--- src/rtl/clkdiv_ctrl.sv ---
// Run-time toggle clock divider: glitch-free start/stop and ratio changes
// that take effect only at period boundaries.
//
//   state   | meaning
//   S_IDLE  | clk_out held low, counter cleared
//   S_RUN   | dividing, en high
//   S_STOP  | en dropped while high; finishing the high phase
module clkdiv_ctrl #(
  parameter int CW           = 8,
  parameter int DEFAULT_HALF = 4
) (
  input  logic          clk,
  input  logic          reset,
  input  logic          en,
  input  logic          cfg_valid,
  input  logic [CW-1:0] cfg_half,
  output logic          cfg_ready,
  output logic          cfg_err,
  output logic          clk_out,
  output logic          rise_tick,
  output logic          fall_tick,
  output logic          busy
);

  typedef enum logic [1:0] {S_IDLE, S_RUN, S_STOP} state_t;

  state_t        state_q, state_d;
  logic [CW-1:0] count_q, count_d;
  logic [CW-1:0] half_q, half_d;
  logic [CW-1:0] pend_q, pend_d;
  logic          pend_flag_q, pend_flag_d;
  logic          clk_out_q, clk_out_d;
  logic          rise_q, rise_d;
  logic          fall_q, fall_d;
  logic          err_q, err_d;
  logic          toggle;
  logic          cfg_xfer;

  always_ff @(posedge clk or posedge reset) begin
    if (reset) begin
      state_q     <= S_IDLE;
      count_q     <= '0;
      half_q      <= CW'(DEFAULT_HALF);
      pend_q      <= '0;
      pend_flag_q <= 1'b0;
      clk_out_q   <= 1'b0;
      rise_q      <= 1'b0;
      fall_q      <= 1'b0;
      err_q       <= 1'b0;
    end else begin
      state_q     <= state_d;
      count_q     <= count_d;
      half_q      <= half_d;
      pend_q      <= pend_d;
      pend_flag_q <= pend_flag_d;
      clk_out_q   <= clk_out_d;
      rise_q      <= rise_d;
      fall_q      <= fall_d;
      err_q       <= err_d;
    end
  end

  always_comb begin
    state_d     = state_q;
    count_d     = count_q;
    half_d      = half_q;
    pend_d      = pend_q;
    pend_flag_d = pend_flag_q;
    clk_out_d   = clk_out_q;
    rise_d      = 1'b0;
    fall_d      = 1'b0;
    err_d       = 1'b0;
    toggle      = (state_q != S_IDLE) && (count_q == half_q - CW'(1));
    cfg_xfer    = cfg_valid & ~pend_flag_q;

    unique case (state_q)
      S_IDLE: begin
        count_d   = '0;
        clk_out_d = 1'b0;
        if (en) state_d = S_RUN;
      end
      S_RUN, S_STOP: begin
        if (toggle) begin
          clk_out_d = ~clk_out_q;
          count_d   = '0;
          rise_d    = ~clk_out_q;
          fall_d    = clk_out_q;
        end else begin
          count_d = count_q + CW'(1);
        end
        // Stopping is only allowed once the output is (or is about to be) low.
        if (en)              state_d = S_RUN;
        else if (!clk_out_d) state_d = S_IDLE;
        else                 state_d = S_STOP;
        if (state_d == S_IDLE) count_d = '0;
      end
      default: state_d = S_IDLE;
    endcase

    if (pend_flag_q && (fall_d || (state_q != S_IDLE && state_d == S_IDLE))) begin
      half_d      = pend_q;
      pend_flag_d = 1'b0;
    end

    // A value arriving while the divider is (or is becoming) idle needs no deferral.
    if (cfg_xfer) begin
      if (cfg_half == '0) begin
        err_d = 1'b1;
      end else if (state_q == S_IDLE || state_d == S_IDLE) begin
        half_d = cfg_half;
      end else begin
        pend_d      = cfg_half;
        pend_flag_d = 1'b1;
      end
    end
  end

  always_comb begin
    busy      = (state_q != S_IDLE);
    cfg_ready = ~pend_flag_q;
    cfg_err   = err_q;
    clk_out   = clk_out_q;
    rise_tick = rise_q;
    fall_tick = fall_q;
  end

endmodule

--- config.mk ---
export PLATFORM = sky130hd
export DESIGN_NAME = clkdiv_ctrl
export DESIGN_NICKNAME = d
export VERILOG_FILES = /design/src/rtl/clkdiv_ctrl.sv
export SDC_FILE = /design/constraint.sdc
export NUM_CORES = 1
export LEC_CHECK = 0
export BUFFER_PORTS_ARGS = -buffer_cell sky130_fd_sc_hd__buf_2
export CORE_UTILIZATION = 45
export CTS_CLUSTER_DIAMETER = 150
export DETAILED_ROUTE_END_ITERATION = 6
export GPL_TIMING_DRIVEN = 0
export HOLD_SLACK_MARGIN = 0.08
export PLACE_DENSITY = 0.67
export SLEW_MARGIN = 20
export SYNTH_ARGS = -nofsm -noshare
export SYNTH_HDL_FRONTEND = slang
export SYNTH_SLANG_ARGS = --single-unit
--- constraint.sdc ---
create_clock -name clk -period 4.4 [get_ports clk]
set_input_delay 0.66 -clock clk [delete_from_list [all_inputs] [get_ports clk]]
set_output_delay 0.66 -clock clk [all_outputs]
set_load 0.005 [all_outputs]
==> results of run 1 <==
==> path summary, 6_finish.rpt <==
kind,from,endpoint,slack [ns],depth (start not counted)
max,half_q[0],pend_q[5],0.55,14
min,reset,cfg_err,0.46,2
max reg2reg,half_q[0],pend_q[5],0.55,14
min reg2reg,pend_flag_q,cfg_err,0.48,1
max in group asynchronous,reset,half_q[4],3.53,2
min in group clk,pend_flag_q,cfg_err,0.48,1
==> logic make-up (layout without fill, tap and decap cells) <==
| group | Yosys count | after routing | synth area share, % |
|---|---|---|---|
| xor gates and xnor gates | 9 | 9 | 4.51 |
| DFF | 31 | 31 | 44.5 |
| buffers and inverters | 17 | 42 | 3.94 |
| muxes | 16 | 16 | 9.74 |
| AOI/OAI and AO/OA | 37 | 37 | 13.4 |
| and+or+nand+nor | 64 | 64 | 19.7 |
| adders and majority gates | 6 | 6 | 4.29 |
==> flip-flops by register name, summed over array words and instances (netlist names) <==
register,flops
rise_tick,1
pend_q,8
cfg_err,1
clk_out,1
half_q,8
pend_flag_q,1
fall_tick,1
count_q,8
state_q,2
==> layer usage <==
metal | wire [microns] | GRT usage (%) | vias to the layer above
met5 | 0 | 0 | -
li1 | - | - | 676
met4 | 61 | 9.44 | 0
met3 | 69 | 3.21 | 7
met1 | 1640 | 24.5 | 674
met2 | 1700 | 30.3 | 18
==> through the flow <==
step / instances / hold WS (ns)
final: 253 / 0.459
after global routing: 253 / 0.512
after CTS: 253 / 0.481
after detailed placement: 245 / 0.476
after global placement: 245 / 0.463
after floorplan: 180 / 0.443
==> worst max-delay path, delay by kind of cell, from the launching register on <==
kind / cells / cell delay, ns
AND/OR/NAND/NOR: 2 / 0.55
adder cells (fa/ha/maj): 2 / 0.54
flip-flops: 1 / 0.32
multiplexers: 1 / 0.42
AO/OA/AOI/OAI: 6 / 1.49
buffers and inverters: 3 / 0.39
==> report_power, final <==
group / switching, W / internal (W)
Clock: 0.000106 / 0.000183
Combinational: 0.000226 / 0.000209
Sequential: 0.0000944 / 0.000379
Total: 0.000427 / 0.000771
==> area by class of cell <==
type                    count  share of cell area [%]
multi-input cells         132                    44.9
clock buffers               6                    4.11
flip-flops and latches     31                    38.6
repair buffers             17                    4.23
well taps                  48                    2.99
clock inverters             2                    1.74
inverters                  12                    2.24
plain buffers               5                    1.18
==> cells in the final DEF (no fill, tap or decap), types with 2 or more instances in the layout <==
cell / Yosys / final
sky130_fd_sc_hd__o21ai_0: 14 / 14
sky130_fd_sc_hd__nand4_1: 2 / 2
sky130_fd_sc_hd__clkbuf_8: 0 / 6
sky130_fd_sc_hd__o21ai_1: 3 / 3
sky130_fd_sc_hd__or4_1: 3 / 3
sky130_fd_sc_hd__nand2b_1: 7 / 7
sky130_fd_sc_hd__ha_1: 6 / 6
sky130_fd_sc_hd__xnor2_1: 5 / 5
sky130_fd_sc_hd__nand3_1: 4 / 4
sky130_fd_sc_hd__inv_1: 12 / 11
sky130_fd_sc_hd__a21oi_1: 5 / 5
sky130_fd_sc_hd__o211ai_1: 4 / 4
sky130_fd_sc_hd__xor2_1: 4 / 4
sky130_fd_sc_hd__mux2i_1: 8 / 8
sky130_fd_sc_hd__dfrtp_1: 30 / 30
sky130_fd_sc_hd__nor3_1: 4 / 4
sky130_fd_sc_hd__mux2_2: 8 / 8
sky130_fd_sc_hd__nor4_1: 2 / 2
sky130_fd_sc_hd__nor2_1: 3 / 3
sky130_fd_sc_hd__buf_2: 3 / 20
sky130_fd_sc_hd__a211oi_1: 2 / 2
sky130_fd_sc_hd__and3_1: 2 / 2
sky130_fd_sc_hd__or2_2: 2 / 2
sky130_fd_sc_hd__nand2_1: 28 / 28
==> flow_results.org, run 1 <==
** STA
- Derived from the worst setup path, the maximum achievable clock frequency is 0.260 GHz.
- Clock Skew :: 0.00604 ns
- At the pin with the least slew margin, the transition time is 0.640 ns.
- Final count of negative-setup-slack endpoints :: 0
- Pins over their slew limit :: 0
- Least setup slack across all paths after layout :: 0.554 ns
- Final min period :: 3.85 ns
- Share of the cycle needed by the critical path after routing :: 87.4%
- Final hold violations :: 0
- Setup TNS :: 0 ns
- The worst pin sits at a relative slew slack of 57.3%.
- Setup repair after global routing left no endpoint under its margin.

** Layout
- After routing the design area is 2010 sq um.
- Share of post-route cells with drive strength above 1 :: 21.5%
- The sequential cells in the finished layout cover a total of 777 sq um.
- Filler Cells Inserted :: 344
- Finished Core Util :: 54.5%
- The multi-input combinational cells in the finished layout cover a total of 902 sq um.
- The number of antenna diodes in the final layout is 0.
- Count of nets after finishing :: 222
- The area growth from synthesis to layout is 15.0%.

** Yosys
- Counting distinct cell types in the post-synthesis netlist gives 42.
- Register area share after synthesis :: 44.5%
- Commonest cells in the netlist :: 30 x sky130_fd_sc_hd__dfrtp_1, 28 x sky130_fd_sc_hd__nand2_1, 14 x sky130_fd_sc_hd__o21ai_0, 12 x sky130_fd_sc_hd__inv_1
- Synthesis produced a netlist with a net count of 198.
- Asr flop ratio synth :: 100%
- Yosys mapped a number of flops with a built-in enable equal to 0.
- Counting every instance in the synthesized netlist gives 180.
- Among all flip-flop cells after synthesis, the most frequent one is sky130_fd_sc_hd__dfrtp_1.
- Post-synthesis instance area :: 1750 sq um
- By area the synthesized netlist is led by sky130_fd_sc_hd__dfrtp_1 43%, sky130_fd_sc_hd__nand2_1 6.0%, sky130_fd_sc_hd__mux2_2 5.2%.
- Post-synth top area cell :: sky130_fd_sc_hd__dfrtp_1
- Dominant cell by count in the synthesized netlist :: sky130_fd_sc_hd__dfrtp_1
- In this run, synthesis produced a sequential element count of 31.
- Avg Synthesized Cell Area :: 9.71 sq um
- Share of the synthesized area in the top cell type :: 42.9%
- During synthesis, Yosys emitted a total of 0 warnings.

** Critical path
- Data arrival time of the critical path :: 4.01 ns
- Highest-delay cell along the critical path :: sky130_fd_sc_hd__a211oi_2
- Of all nets on the critical path, the largest fanout is 9.
- Critical path's largest stage delay :: 0.50 ns
- The critical path in this run is classified as register to register.
- The signal on the critical path passes through buf_2 -> inv_1 -> ha_1 -> clkbuf_2 -> o21bai_1 -> a211oi_1 -> o21ai_1 -> a211oi_2 -> ha_1 -> nand2b_1 -> a211oi_1 -> o21a_1 -> nand4_1 -> mux2_2.
- The worst setup path is launched from a register.
- Crit path required time :: 4.57 ns
- Crit. End Element :: register

** Worst hold path
- Hold/Removal Path Class :: input port to async pin

** Die
- Area of the core :: 3690 sq um
- # rows :: 22
- Die Outline Area :: 4140 sq um
- Initial core utilization :: 47.4%
- Total I/O pin count :: 18
- Chip Width :: 64.3 microns
- The die is 64.3 microns tall.

** Clock tree
- The H-tree was split into 2 levels.
- # resized after CTS :: 0
- Clock latency on the worst-skew pair, taken at its later pin, is 0.28 ns.
- CTS Root Buffer Type :: sky130_fd_sc_hd__clkbuf_8
- Once the clock tree was built, the setup fixing pass inserted 0 buffers.
- Count of hold-fix buffers inserted at cts :: 0
- CTS saw 31 sinks.
- Clock-pin slew was measured on the worst setup and hold paths at 0.07 ns.
- TritonCTS clock tree :: done
- In this run the deepest clock path goes through 2 buffers.
- Number of clock buffers inserted by TritonCTS :: 5

** Global routing
- Total gr overflow :: 0
- Largest net degree at the start of global routing :: 32
- The first global-routing pass estimated 5930 microns of wire.
- Number of antenna violations at the first check in global routing :: 0
- The number of global-route vias before repair was 1336.
- Global routing consumed, over all layers together, 18.9% of the routing resources.

** Power and ir drop
- Total power :: 0.00120 W
- Summed over all cells, the static leakage comes to 0.947 nW.
- Power per cell area :: 596 nW/um^2
- Worst vdd ir :: 0.363 mV

** Route
- Initial drt markers :: 44
- After detailed routing, the average wire length per cell comes to 13.7 microns.
- After detailed routing, the number of remaining DRC violations is 0.
- After detailed routing, the number of vias per cell comes to 5.43.
- The count of nets left with antenna violations once routing finished came out at 0.
- Sum of routed wire length over all layers :: 3470 microns
- First-pass detailed-route iteration total :: 4
- Number of vias in the routed layout :: 1375

** Outcome
- The run finished with clean final reports.

** Place
- Setup WS pre-CTS :: 0.508 ns
- Weighted congestion at the end of routability-driven global placement :: 0.826
- Post-place instance area :: 1890 sq um
- Count of buffers inserted at the top-level ports :: 17
- Once detailed placement completed, the half-perimeter wirelength came to 2540 microns.

** Job
- Max-cap violations :: 0
Power figures use the tool's default switching activity.
==> inputs of run 2 (changes only) <==
--- a/config.mk
+++ b/config.mk
@@ -6,6 +6,7 @@
 export NUM_CORES = 1
 export LEC_CHECK = 0
 export BUFFER_PORTS_ARGS = -buffer_cell sky130_fd_sc_hd__buf_2
+export CORE_MARGIN = 4
 export CORE_UTILIZATION = 45
 export CTS_CLUSTER_DIAMETER = 150
 export DETAILED_ROUTE_END_ITERATION = 6
==> constraint.sdc (replaced) <==
create_clock -name clk -period 3.6 [get_ports clk]
set_input_delay 0.54 -clock clk [delete_from_list [all_inputs] [get_ports clk]]
set_output_delay 0.54 -clock clk [all_outputs]
set_load 0.005 [all_outputs]
==> flow_results.org, run 2 (synthesized netlist as in run 1, its figures left out) <==
** Place
- Detailed placer's ending HPWL :: 2680 microns
- Before CTS, the worst setup slack after placement is -0.318 ns.
- Once placement completed, the tool counted placed cells totaling 245.
- At the end of routability-driven placement, the weighted congestion stood at 0.778.
- During placement, the flow inserted port buffers numbering 17.

** Global routing
- The first global-routing pass estimated 6360 microns of wire.
- Via count of the first global-routing pass :: 1402
- Entering global routing, the biggest net connects 32 pins.
- Number of antenna violations at the first check in global routing :: 0
- In the global route stage, overall resource usage came out at 15.9%.
- Total gr overflow :: 0

** Route
- After detailed routing, the number of remaining DRC violations is 0.
- The routed design has 3670 microns of wire.
- First-pass detailed-route iteration total :: 4
- Initial drt markers :: 78
- Summing over every cut layer, the via total after detailed routing is 1416.
- Remaining antenna violation count :: 0
- Dividing the detail-routed wire length by the instance count gives 14.3 microns.
- Detailed-route vias per instance :: 5.53

** Clock tree
- Count of hold-fix buffers inserted at cts :: 0
- After clock tree synthesis, the clock-pin slew on the worst setup and hold paths is 0.07 ns.
- Number of clock buffers inserted by TritonCTS :: 5
- Largest buffer count on any clock path :: 2
- The H-tree generated during clock tree synthesis spans 2 levels.
- Clock tree synthesis selected as its root buffer the cell sky130_fd_sc_hd__clkbuf_8.
- The clock net in this run drives a total of 31 sinks.
- The clock reaches the later pin of the worst-skew pair after 0.28 ns.
- TritonCTS built the clock tree.

** Die
- In this run the core area contains 22 standard-cell rows.
- Y dimension of the die :: 70.3 microns
- The region available for standard cell placement spans 3720 sq um.
- In this run the count of I/O pins placed on the die edge is 18.
- For this configuration, the core starts out at a cell density of 47.0%.
- Die Outline Area :: 4950 sq um
- Chip Width :: 70.3 microns

** Layout
- The final layout contains 225 nets.
- Most used cells in the layout excluding fill and tap cells :: 30 x sky130_fd_sc_hd__dfrtp_1, 27 x sky130_fd_sc_hd__nand2_1, 20 x sky130_fd_sc_hd__buf_2, 14 x sky130_fd_sc_hd__o21ai_0, 11 x sky130_fd_sc_hd__inv_1
- Final instance count without filler cells :: 256
- Antenna fix cells :: 0
- Compared with the post-synthesis result, the final layout area differs by 15.5%.
- The largest registers in the layout are count_q: 8 flops, half_q: 8 flops, pend_q: 8 flops.
- Leading cell type in the layout, fill and taps excluded :: sky130_fd_sc_hd__dfrtp_1
- Share of post-route cells with drive strength above 1 :: 23.6%

** Outcome
- Run status :: finished clean

** Critical path
- Critical path startpoint category :: register
- FF-to-FF Start :: half_q[0]
- Setup slack on the worst reg-to-reg path comes out at 0.25 ns.
- Critical path depth in cells :: 15
- Max FO, Critical Path :: 8
- Critical path's largest stage delay :: 0.34 ns
- STA puts the critical path data required time at 3.79 ns.
- The most critical setup path has its startpoint at half_q[0].
- Data arrival time of the critical path :: 3.54 ns
- WP buf/inv :: 3
- Worst reg2reg endpoint :: half_q[2]
- The most critical setup path has its endpoint at half_q[2].
- The largest individual stage delay along the critical path comes from the cell sky130_fd_sc_hd__o21ai_0.
- Measured in cells, the most critical reg-to-reg path has a length of 15.
- Crit. End Element :: register
- Traced cell by cell, the critical path runs through buf_2 -> inv_1 -> ha_1 -> clkbuf_2 -> xnor2_1 -> and4_1 -> a41oi_1 -> a211oi_4 -> ha_1 -> nand2b_1 -> and3_1 -> o21ai_0 -> nand2_2 -> mux2i_1 -> o21ai_0.
- Kind of critical path :: register to register
- Grouping stages by cell kind, the critical path spends the most delay in compound AO/OA/AOI/OAI gates.

** STA
- Final min period :: 3.35 ns
- Across all setup checks in the final design, the least slack found is 0.250 ns.
- Measured against its own limit, the worst slew margin works out to 57.5%.
- At the pin with the least slew margin, the transition time is 0.637 ns.
- The tightest hold path in the finished design has a slack of 0.342 ns.
- The hold violation count in the final report is 0.
- Fmax :: 0.298 GHz
- Unrepaired setup endpoints after global routing :: no
- The number of slew-limit violations in the final report was 0.
- Across the routed clock network, the largest skew measured is 0.00492 ns.
- Share of the cycle needed by the critical path after routing :: 93.1%
- Final count of negative-setup-slack endpoints :: 0

** Power and ir drop
- Across the VDD grid, the largest voltage drop is 0.442 mV.
- The analysis attributes to cell leakage a power of 0.948 nW.
- Power per cell area :: 702 nW/um^2
- Total power :: 0.00142 W

** Job
- Max-cap violations in this run came to 0.

** Worst hold path
- Hold/Removal Path Class :: input port to async pin
==> run 2: cell type report <==
class	instances	area (sq um)
Fill cell	342	1700
Multi-Input combinational cell	132	921
Sequential cell	31	777
Timing Repair Buffer	20	108
Clock buffer	7	76.3
Tap cell	48	60.1
Inverter	12	45.0
Buffer	5	27.5
Clock inverter	1	5.00
==> run 2: worst min-delay path by stage <==
stage | to | slack (ns) | depth (start not counted)
after detailed placement | cfg_err | 0.48 | 1
after floorplan | cfg_err | 0.44 | 1
after CTS | state_q[1] | 0.45 | 2
after global routing | cfg_err | 0.39 | 2
after global placement | cfg_err | 0.46 | 1
final | count_q[7] | 0.34 | 2
==> run 2: per-stage QoR <==
stage | util (%) | setup TNS [ns] | cell area, sq um
CTS | 53.9 | 0 | 2000
floorplan | - | 0 | 1750
detailed placement | 50.9 | -4.35 | 1890
global route | 54.3 | 0 | 2020
finish | 54.3 | 0 | 2020
global placement | 50.9 | -0.935 | 1890
==> run 2: what timing repair did <==
item,in CTS,in global routing
endpoints found under the hold margin,0,0
setup buffers,2,1
endpoints found under the setup margin,17,8
gates resized for setup,2,7
pin swaps,2,4
==> run 2: power by group <==
part / switching, W / leakage (nW) / internal (W)
clock network: 0.000128 / 0.0422 / 0.000136
logic: 0.000300 / 0.509 / 0.000271
registers: 0.000119 / 0.397 / 0.000464
total: 0.000547 / 0.948 / 0.000870
==> run 2: worst register-to-register path, delay by kind of cell, from the launching register on <==
family	cells	cell delay, ns
adders and majority gates	2	0.49
AOI/OAI and AO/OA	4	0.97
buffers and inverters	3	0.41
muxes	1	0.18
xor gates and xnor gates	1	0.15
and+or+nand+nor	4	0.76
DFF	1	0.32
==> run 2: routing by layer <==
layer	track usage, %	wire length [microns]
met5	0	0
met3	4.46	123
met1	19.4	1690
met4	5.53	44
met2	26.6	1810
==> inputs of run 3 (changes only) <==
--- a/config.mk
+++ b/config.mk
@@ -6,7 +6,7 @@
 export NUM_CORES = 1
 export LEC_CHECK = 0
 export BUFFER_PORTS_ARGS = -buffer_cell sky130_fd_sc_hd__buf_2
-export CORE_MARGIN = 4
+export CORE_MARGIN = 3
 export CORE_UTILIZATION = 45
 export CTS_CLUSTER_DIAMETER = 150
 export DETAILED_ROUTE_END_ITERATION = 6
==> flow_results.org, run 3 (synthesized netlist as in run 1, its figures left out) <==
** Outcome
- The flow ran to the end, and the final reports show no timing, DRC or antenna violations.

** Layout
- In the final layout, the share of cells above drive strength 1 is 23.1%.
- Finished Core Util :: 54.3%
- Leaving out fill and tap cells, the most frequent cell in the layout is sky130_fd_sc_hd__dfrtp_1.
- The number of antenna diodes in the final layout is 0.
- In the final layout, the registers with the most flip-flops are count_q: 8 flops, half_q: 8 flops, pend_q: 8 flops.
- Leaving out fill and tap cells, the most frequent cells in the layout are 30 x sky130_fd_sc_hd__dfrtp_1, 28 x sky130_fd_sc_hd__nand2_1, 19 x sky130_fd_sc_hd__buf_2, 14 x sky130_fd_sc_hd__o21ai_0, 11 x sky130_fd_sc_hd__inv_1.
- The net count of the finished layout is 225.
- Final instance count without filler cells :: 256
- With fillers left out, the area of the finished cells amounts to 2020 sq um.
- Area delta synth->final :: 15.5%

** Global routing
- GRT Total Usage :: 17.5%
- The number of global-route vias before repair is 1414.
- The first global-routing pass estimated 6090 microns of wire.
- Entering global routing, the biggest net connects 32 pins.
- The number of antenna violations at the first check in global routing came to 0.
- Total gr overflow :: 0

** Route
- In this run the remaining antenna-violating nets after routing total 0.
- Number of vias in the routed layout :: 1386
- Dividing the detail-routed wire length by the instance count gives 13.8 microns.
- Initial drt markers :: 95
- For this block, the routed nets add up to 3530 microns of wire.
- The first detailed-routing pass ran for 7 iterations.
- Using the TritonRoute via totals, the vias-per-cell ratio works out to 5.41.
- For this run, design rule violations remaining after detail routing come to 0.

** STA
- Pins over their slew limit :: 0
- Final min period :: 3.38 ns
- Measured against its own limit, the worst slew margin works out to 58.0%.
- Fmax :: 0.296 GHz
- The final critical path takes up 93.8% of the cycle.
- For the final routed database, the setup TNS stands at 0 ns.
- Clock Skew :: 0.00874 ns
- Unrepaired setup endpoints after global routing :: no
- Setup violations remaining at the end of the flow were counted as 0.
- Final hold violations :: 0
- Worst Tran Pin Value :: 0.629 ns

** Critical path
- Along the worst path, the maximum fanout reaches 8.
- The worst register-to-register path begins at half_q[0].
- Worst reg-to-reg setup slack :: 0.22 ns
- The critical path is of the register to register type.
- Critical path startpoint category :: register
- Crit. End Element :: register
- Counting cells, the worst reg-to-reg path comes to 15.
- For the worst setup path, the data arrival time is 3.57 ns.
- Worst setup startpoint :: half_q[0]
- The worst register-to-register path ends at half_q[2].
- Crit path required time :: 3.80 ns

** Clock tree
- CTS sink count :: 31
- TritonCTS created 5 clock buffers.
- Clock tree synthesis selected as its root buffer the cell sky130_fd_sc_hd__clkbuf_8.
- Clock insertion delay at the later pin of the skew report :: 0.28 ns
- Largest buffer count on any clock path :: 2
- TritonCTS built the clock tree.
- Count of hold-fix buffers inserted at cts :: 0
- The H-tree was split into 2 levels.
- Clock-pin slew was measured on the worst setup and hold paths at 0.07 ns.

** Job
- Max-cap violations :: 0

** Place
- At the end of routability-driven placement, the weighted congestion stood at 0.769.
- Cell count after placement :: 245
- Post-place instance area :: 1890 sq um
- Detailed placer's ending HPWL :: 2630 microns
- In this run the tool buffered the top-level ports with 17 buffer cells.

** Worst hold path
- Hold/Removal Path Class :: input port to async pin

** Die
- Chip Width :: 68.3 microns
- 18 I/O pins were placed.
- Die Outline Area :: 4670 sq um
- The region available for standard cell placement spans 3720 sq um.
- Once the floorplan was initialized, standard cells occupied 47.0% of the core.
- # rows :: 22
- The die is 68.3 microns tall.

** Power and ir drop
- Power per cell area :: 691 nW/um^2
- Worst vdd ir :: 0.325 mV
- The analysis attributes to cell leakage a power of 0.947 nW.
-- run 3: cell count changes in the layout (fill, tap and decap cells not counted) --
cell / before / now
sky130_fd_sc_hd__buf_2: 20 / 19
sky130_fd_sc_hd__clkbuf_4: 1 / 2
sky130_fd_sc_hd__nand2_1: 27 / 28
sky130_fd_sc_hd__nand2_2: 1 / 0
-- run 3: worst max-delay path by stage --
| stage | slack (ns) | end | cells past startpoint |
|---|---|---|---|
| floorplan | 0.33 | pend_q[0] | 14 |
| global placement | -0.08 | pend_q[2] | 14 |
| detailed placement | -0.25 | pend_q[2] | 14 |
| CTS | 0.06 | half_q[5] | 16 |
| global route | 0.01 | half_q[1] | 16 |
| finish | 0.22 | half_q[2] | 15 |
-- run 3: power by group --
| group | total (W) | leakage [nW] | switching, W | internal, W |
|---|---|---|---|---|
| sequential | 0.000576 | 0.397 | 0.000112 | 0.000464 |
| clock | 0.000256 | 0.0422 | 0.000121 | 0.000135 |
| combinational | 0.000564 | 0.508 | 0.000292 | 0.000272 |
-- run 3: cell type report --
| type | count | area [sq um] |
|---|---|---|
| Clock inverter | 1 | 5.00 |
| Inverter | 12 | 45.0 |
| Fill cell | 333 | 1700 |
| Clock buffer | 7 | 76.3 |
| Multi-Input combinational cell | 132 | 918 |
| Sequential cell | 31 | 777 |
| Timing Repair Buffer | 20 | 108 |
| Tap cell | 48 | 60.1 |
| Buffer | 5 | 30.0 |
-- run 3: repair_timing --
item	in CTS	in global routing
buffers inserted	2	1
resized for setup	2	7
endpoints found under the setup margin	17	8
pin swaps	2	1
-- run 3: through the flow --
stage / hold slack, ns / setup WS (ns) / total power [W]
final: 0.339 / 0.225 / 0.00140
after global placement: 0.464 / -0.0803 / 0.00109
after global routing: 0.389 / 0.0138 / 0.00151
after CTS: 0.449 / 0.0643 / 0.00139
after floorplan: 0.443 / 0.331 / 0.000983
after detailed placement: 0.466 / -0.253 / 0.00112
-- run 3: worst max-delay path, cell delays in order (launching register included) --
cell	delay, ns
sky130_fd_sc_hd__dfrtp_1	0.32
sky130_fd_sc_hd__clkbuf_4	0.17
sky130_fd_sc_hd__inv_1	0.05
sky130_fd_sc_hd__ha_1	0.18
sky130_fd_sc_hd__clkbuf_2	0.17
sky130_fd_sc_hd__xnor2_1	0.15
sky130_fd_sc_hd__and4_1	0.19
sky130_fd_sc_hd__a41oi_1	0.30
sky130_fd_sc_hd__a211oi_4	0.12
sky130_fd_sc_hd__ha_1	0.31
sky130_fd_sc_hd__nand2b_1	0.07
sky130_fd_sc_hd__and3_1	0.22
sky130_fd_sc_hd__o21ai_0	0.30
sky130_fd_sc_hd__nand2_1	0.36
sky130_fd_sc_hd__mux2i_1	0.21
sky130_fd_sc_hd__o21ai_0	0.17
-- run 3: routing by layer --
layer / GRT usage, % / vias to the layer above / routed length [microns]
met3: 3.94 / 8 / 107
li1: - / 693 / -
met1: 20.8 / 664 / 1620
met5: 0 / - / 0
met4: 7.94 / 0 / 56
met2: 29.8 / 21 / 1750
